===== src/rtl/cla_pkg.sv =====
// ============================================================================
//  Module      : cla_pkg
//  Description : Shared types and helpers for the serial CLA subtractor.
//  Revision    : 1.0 - initial release
// ============================================================================
`default_nettype none

package cla_pkg;

    // Control states of the serial subtractor
    typedef enum logic [1:0] {
        IDLE = 2'd0,
        BUSY = 2'd1,
        DONE = 2'd2
    } cla_sub_state_t;

    // Integer ceiling division, used to size the slice count
    function automatic int ceil_div(input int a, input int b);
        return (a + b - 1) / b;
    endfunction

endpackage

`default_nettype wire


===== src/rtl/cla_slice.sv =====
// ============================================================================
//  Module      : cla_slice
//  Description : SLICE-bit carry-lookahead adder slice (purely combinational).
//                Every carry is formed directly from generate/propagate terms
//                and the slice carry-in rather than rippling bit to bit.
//  Revision    : 1.0 - initial release
// ============================================================================
`default_nettype none

module cla_slice #(
    parameter int SLICE = 2
) (
    input  logic [SLICE-1:0] i_a,
    input  logic [SLICE-1:0] i_b,
    input  logic             i_cin,
    output logic [SLICE-1:0] o_sum,
    output logic             o_cout
);

    logic [SLICE-1:0] w_g;
    logic [SLICE-1:0] w_p;
    logic [SLICE:0]   w_c;

    // Flattened lookahead: carry into bit k is
    // g[k-1] | p[k-1]g[k-2] | ... | p[k-1..0]cin
    function automatic logic carry_into(
        input logic [SLICE-1:0] g,
        input logic [SLICE-1:0] p,
        input logic             cin,
        input int               k
    );
        logic v_c;
        logic v_prod;
        v_c    = 1'b0;
        v_prod = 1'b1;
        for (int j = k - 1; j >= 0; j--) begin
            v_c    = v_c | (v_prod & g[j]);
            v_prod = v_prod & p[j];
        end
        return v_c | (v_prod & cin);
    endfunction

    assign w_g = i_a & i_b;
    assign w_p = i_a ^ i_b;

    for (genvar k = 0; k <= SLICE; k++) begin : g_carry
        assign w_c[k] = carry_into(w_g, w_p, i_cin, k);
    end

    assign o_sum  = w_p ^ w_c[SLICE-1:0];
    assign o_cout = w_c[SLICE];

endmodule

`default_nettype wire


===== src/rtl/cla_serial_subtractor.sv =====
// ============================================================================
//  Module      : cla_serial_subtractor
//  Description : Serial subtractor recovering an addend from a CLA sum:
//                o_diff = i_minuend - i_subtrahend, SLICE bits per cycle
//                through one shared lookahead slice, borrow carried between
//                slices. Valid/ready handshake on input and output.
//  Revision    : 1.0 - initial release
// ============================================================================
`default_nettype none

module cla_serial_subtractor
    import cla_pkg::*;
#(
    parameter int WIDTH = 3,
    parameter int SLICE = 2
) (
    input  logic             i_clk,
    input  logic             i_rst,
    input  logic             i_valid,
    output logic             o_ready,
    input  logic [WIDTH:0]   i_minuend,
    input  logic [WIDTH-1:0] i_subtrahend,
    output logic             o_valid,
    input  logic             i_ready,
    output logic [WIDTH-1:0] o_diff,
    output logic             o_borrow,
    output logic             o_overflow
);

    localparam int c_N      = WIDTH + 1;
    localparam int c_NSLICE = ceil_div(c_N, SLICE);
    localparam int c_NPAD   = c_NSLICE * SLICE;
    localparam int c_IDX_W  = (c_NSLICE > 1) ? $clog2(c_NSLICE) : 1;
    localparam logic [c_IDX_W-1:0] c_LAST_IDX = c_IDX_W'(c_NSLICE - 1);

    cla_sub_state_t      r_state;
    logic [c_NPAD-1:0]   r_a;
    logic [c_NPAD-1:0]   r_b;
    logic [c_NPAD-1:0]   r_res;
    logic [c_IDX_W-1:0]  r_idx;
    logic                r_carry;
    logic                r_valid;
    logic [WIDTH-1:0]    r_diff;
    logic                r_borrow;
    logic                r_overflow;

    logic [SLICE-1:0]        w_sum;
    logic                    w_cout;
    logic [c_NPAD+SLICE-1:0] w_res_cat;
    logic [c_NPAD-1:0]       w_res_next;

    // Operands are consumed LSB-first: the low SLICE bits of each shifting
    // capture register always hold the slice being processed. The inverted
    // subtrahend is padded with ones, so the padded bits just pass the carry
    // through and the slice carry-out equals the carry out of bit N-1.
    cla_slice #(
        .SLICE (SLICE)
    ) u_slice (
        .i_a    (r_a[SLICE-1:0]),
        .i_b    (r_b[SLICE-1:0]),
        .i_cin  (r_carry),
        .o_sum  (w_sum),
        .o_cout (w_cout)
    );

    // New slice bits enter at the top; after the last slice the result is aligned
    assign w_res_cat  = {w_sum, r_res};
    assign w_res_next = w_res_cat[c_NPAD+SLICE-1:SLICE];

    assign o_ready    = (r_state == IDLE) && !i_rst;
    assign o_valid    = r_valid;
    assign o_diff     = r_diff;
    assign o_borrow   = r_borrow;
    assign o_overflow = r_overflow;

    // Handshake FSM, operand capture, slice sequencing and registered outputs
    always_ff @(posedge i_clk) begin
        if (i_rst) begin
            r_state    <= IDLE;
            r_a        <= '0;
            r_b        <= '0;
            r_res      <= '0;
            r_idx      <= '0;
            r_carry    <= 1'b1;
            r_valid    <= 1'b0;
            r_diff     <= '0;
            r_borrow   <= 1'b0;
            r_overflow <= 1'b0;
        end else begin
            case (r_state)
                IDLE: begin
                    if (i_valid) begin
                        r_a     <= c_NPAD'(i_minuend);
                        r_b     <= ~c_NPAD'(i_subtrahend);
                        r_carry <= 1'b1;
                        r_idx   <= '0;
                        r_state <= BUSY;
                    end
                end
                BUSY: begin
                    r_a     <= r_a >> SLICE;
                    r_b     <= r_b >> SLICE;
                    r_res   <= w_res_next;
                    r_carry <= w_cout;
                    r_idx   <= r_idx + 1'b1;
                    if (r_idx == c_LAST_IDX) begin
                        r_state    <= DONE;
                        r_valid    <= 1'b1;
                        r_diff     <= w_res_next[WIDTH-1:0];
                        r_borrow   <= !w_cout;
                        r_overflow <= w_cout & w_res_next[WIDTH];
                    end
                end
                DONE: begin
                    if (i_ready) begin
                        r_state    <= IDLE;
                        r_valid    <= 1'b0;
                        r_diff     <= '0;
                        r_borrow   <= 1'b0;
                        r_overflow <= 1'b0;
                    end
                end
                default: begin
                    r_state <= IDLE;
                    r_valid <= 1'b0;
                end
            endcase
        end
    end

endmodule

`default_nettype wire

===== config.mk =====
export PLATFORM = sky130hd
export DESIGN_NAME = cla_serial_subtractor
export DESIGN_NICKNAME = d
export VERILOG_FILES = /design/src/rtl/cla_pkg.sv /design/src/rtl/cla_slice.sv /design/src/rtl/cla_serial_subtractor.sv
export SDC_FILE = /design/constraint.sdc
export NUM_CORES = 1
export LEC_CHECK = 0
export CORE_ASPECT_RATIO = 0.8
export CORE_UTILIZATION = 47
export CTS_BUF_LIST = sky130_fd_sc_hd__clkbuf_8
export CTS_CLUSTER_DIAMETER = 100
export DETAILED_ROUTE_END_ITERATION = 12
export GPL_ROUTABILITY_DRIVEN = 0
export PLACE_DENSITY = 0.86
export SKIP_CTS_REPAIR_TIMING = 1
export SLEW_MARGIN = 20
export SYNTH_ARGS = -nofsm -noshare
export SYNTH_HDL_FRONTEND = slang
export SYNTH_SLANG_ARGS = --single-unit

===== constraint.sdc =====
create_clock -name i_clk -period 1.4 [get_ports i_clk]
set_input_delay 0.21 -clock i_clk [delete_from_list [all_inputs] [get_ports i_clk]]
set_output_delay 0.21 -clock i_clk [all_outputs]
set_load 0.005 [all_outputs]

==> flow_summary.ini <==
[synthesis]
synth_top_family_by_area = compound AO/OA/AOI/OAI gates
syn_avg_cell_area_um2 = 9.131
synth-seq-cells = 20
synthSimpleGateAreaFrac_pct = 16.73
synth_adder_area_share_pct = 4.743
synthXorXnorAreaFrac_pct = 0.9223
synth_cells = 104
synthMuxAreaShare_pct = 2.240
yosys_warnings = 0
synth_fp_nets = 118
synth-seq-area-share_pct = 42.16
synth_compound_area_share_pct = 27.01
synth_cell_types = 30
syn_area_um2 = 949.7

[floorplanning]
io_pins = 18
start_util_pct = 50.20
die_y_um = 42.21
dieArea_um2 = 2205
rows = 14
core_um2 = 1892
die_w_um = 52.26

[global_route]
grt_start_max_net_pins = 22
track_usage_pct = 21.26
antenna_found_initial = 0
overflow = 0
grt_pass1_wl_um = 3422
grt_pass1_vias = 753

[critical_path]
worst_ep_arrival_time_ns = 1.66
path_cells = inv_2, fa_2, xnor2_2, or3b_1, o2bb2ai_1
startpoint_type = flip-flop
critPathKind = reg2reg
required_ns = 1.59
cp_slowest_cell = fa_2
worstRegToRegCells = 5
crit_fanout = 2
r2r_slack_ns = -0.06
slowest_delay_ns = 0.39
reg2reg_from = r_carry
r2r-end = o_overflow
end_kind = flip-flop

[routing]
wl_um = 2189
drt_iter0_drc = 34
met1Wirelength_um = 984
ant_nets = 0
dr_wl_met2_um = 1041
drc = 0
routed.top_layer = met4
wl_per_cell_um = 14.21
first_pass_iters = 4
vias_per_cell = 5.669
wl_met3_um = 130
vias = 873

[hold_path]
hold_end = o_diff[2]
hold_path.startpoint = o_diff[2]
hold_class = reg2reg
hold_depth = 1

[power]
pwr-share-comb_pct = 21.6
powerDensity_nw_per_um2 = 1198
ir_worst_vdd_v = 0.0008260
pwr-share-clk_pct = 36.9
switchingPower_uw = 372.9
leakage_nw = 0.5666
power_mw = 1.552
p_int_mw = 1.179
p_sw_share_pct = 24.03
power.share.sequential_pct = 41.6

[cells_and_area]
mostFrequentLayoutCell = dfxtp_1
layout_common_cells = 17 x dfxtp_1, 16 x clkdlybuf4s50_1, 14 x nor2_1
nFillCells = 142
nNetsFinal = 145
fin_area_um2 = 1295
area_growth_pct = 36.36
drive_gt1_share_pct = 25.38
antennaDiodeCount = 0

[place]
place_ws_ns = -0.09419
portBuffers = 17
hpwlAfterDp_um = 1506
placed_cell_area_um2 = 1202

[clock_tree]
cts_sinks = 20
cts_tree = yes
cts_inserted_buffers = 3
clock_path_buffers = 2
cts_max_level = 1
clkTransAtPathRegs_ns = 0.07
clk_latency_ns = 0.26
clockRootBuffer = clkbuf_8

[job]
maxCapViolations = 0

[sta]
fin_crit_sh_pct = 104.4
hold_viol_final = 0
layout_setup_ws_ns = -0.06184
clock.fmax_mhz = 684.1
worst_slew_pin_slew_ns = 0.3168
setup_viol = 1
slew_violations = 0
fin_skew_ns = 0.0009036
fin_crit_ns = 1.462
rsz0062_at_grt = yes
timing.slew.headroom_pct = 78.88

[outcome]
status = complete, but fails checks
violations = setup timing
## logic make-up after synthesis
| family | count (synthesis) |
|---|---|
| compound gates | 33 |
| xor+xnor | 1 |
| fa+ha+maj | 3 |
| buf+inv | 14 |
| flops | 20 |
| mux | 2 |
| simple gates | 31 |
## how the worst max path moves through the flow
stage                     cells after the start        from         end  slack [ns]
final                                         5     r_carry  o_overflow       -0.06
after global routing                          5     r_carry  o_overflow       -0.13
after CTS                                     2  r_state[1]     o_ready       -0.13
after detailed placement                      3       i_rst     o_ready       -0.09
after global placement                        3       i_rst     o_ready        -0.1
after floorplan                               5     r_carry  o_overflow       -0.02
## worst max-delay path: cells and delay by family (launching register included)
family | cells | cell delay, ns
XOR/XNOR | 1 | 0.15
AND/OR/NAND/NOR | 1 | 0.36
flip-flops | 1 | 0.34
buffers and inverters | 1 | 0.04
AO/OA/AOI/OAI | 1 | 0.12
adder cells (fa/ha/maj) | 1 | 0.39
## per-layer routing
| metal | up-vias | track usage [%] |
|---|---|---|
| li1 | 427 | - |
| met1 | 407 | 28.47 |
| met2 | 35 | 32.56 |
| met3 | 4 | 4.348 |
| met4 | 0 | 10.00 |
| met5 | - | 0 |
## synthesized netlist by cell type (all sizes together)
library cell / instances / area, µm²
a211oi: 1 / 7.510
a21o: 2 / 15.01
a21oi: 10 / 50.05
a221oi: 1 / 26.28
a22o: 3 / 26.28
a22oi: 4 / 30.03
a2bb2oi: 1 / 8.760
a31oi: 2 / 12.51
and2b: 1 / 10.01
buf: 6 / 28.77
dfxtp: 20 / 400.4
fa: 1 / 20.02
ha: 2 / 25.02
inv: 8 / 30.03
mux2: 1 / 11.26
mux2i: 1 / 10.01
nand2: 6 / 22.52
nand2b: 1 / 6.260
nand3b: 1 / 20.02
nor2: 14 / 52.55
nor2b: 2 / 12.51
nor3: 4 / 20.02
o21bai: 1 / 7.510
o221a: 4 / 45.04
o22ai: 3 / 18.77
o2bb2ai: 1 / 8.760
or2: 1 / 6.260
or3b: 1 / 8.760
xnor2: 1 / 8.760
## state kept, by name (all words and copies together) (netlist names), 2 cells and up
register / cells
r_res: 2
r_b: 4
r_state: 2
o_diff: 3
r_a: 4
## stage by stage
stage	TNS [ns]	cells	hold WS (ns)	util, %
after detailed placement	-0.1597	149	0.4416	63.56
after floorplan	-0.01836	104	0.3861	-
after global placement	-0.1283	149	0.4344	63.56
after global routing	-0.1589	154	0.4775	68.45
final	-0.06184	154	0.4553	68.45
after CTS	-0.2289	153	0.4592	67.33
## layout make-up
class,instances,area [µm²],area share [%]
Clock buffer,3,41.29,3.188
Clock inverter,1,30.03,2.319
Inverter,8,30.03,2.319
Multi-Input combinational cell,70,504.2,38.94
Sequential cell,20,404.1,31.21
Tap cell,24,30.03,2.319
Timing Repair Buffer,28,255.2,19.71
## power by group through the flow
stage | registers (mW) | logic [mW] | clock network (mW)
finish | 0.645 | 0.335 | 0.572
global placement | 0.654 | 0.287 | 0
detailed placement | 0.657 | 0.294 | 0
CTS | 0.644 | 0.299 | 0.577
floorplan | 0.653 | 0.173 | 0
global route | 0.650 | 0.363 | 0.594
(Power assumes the default switching activity.)
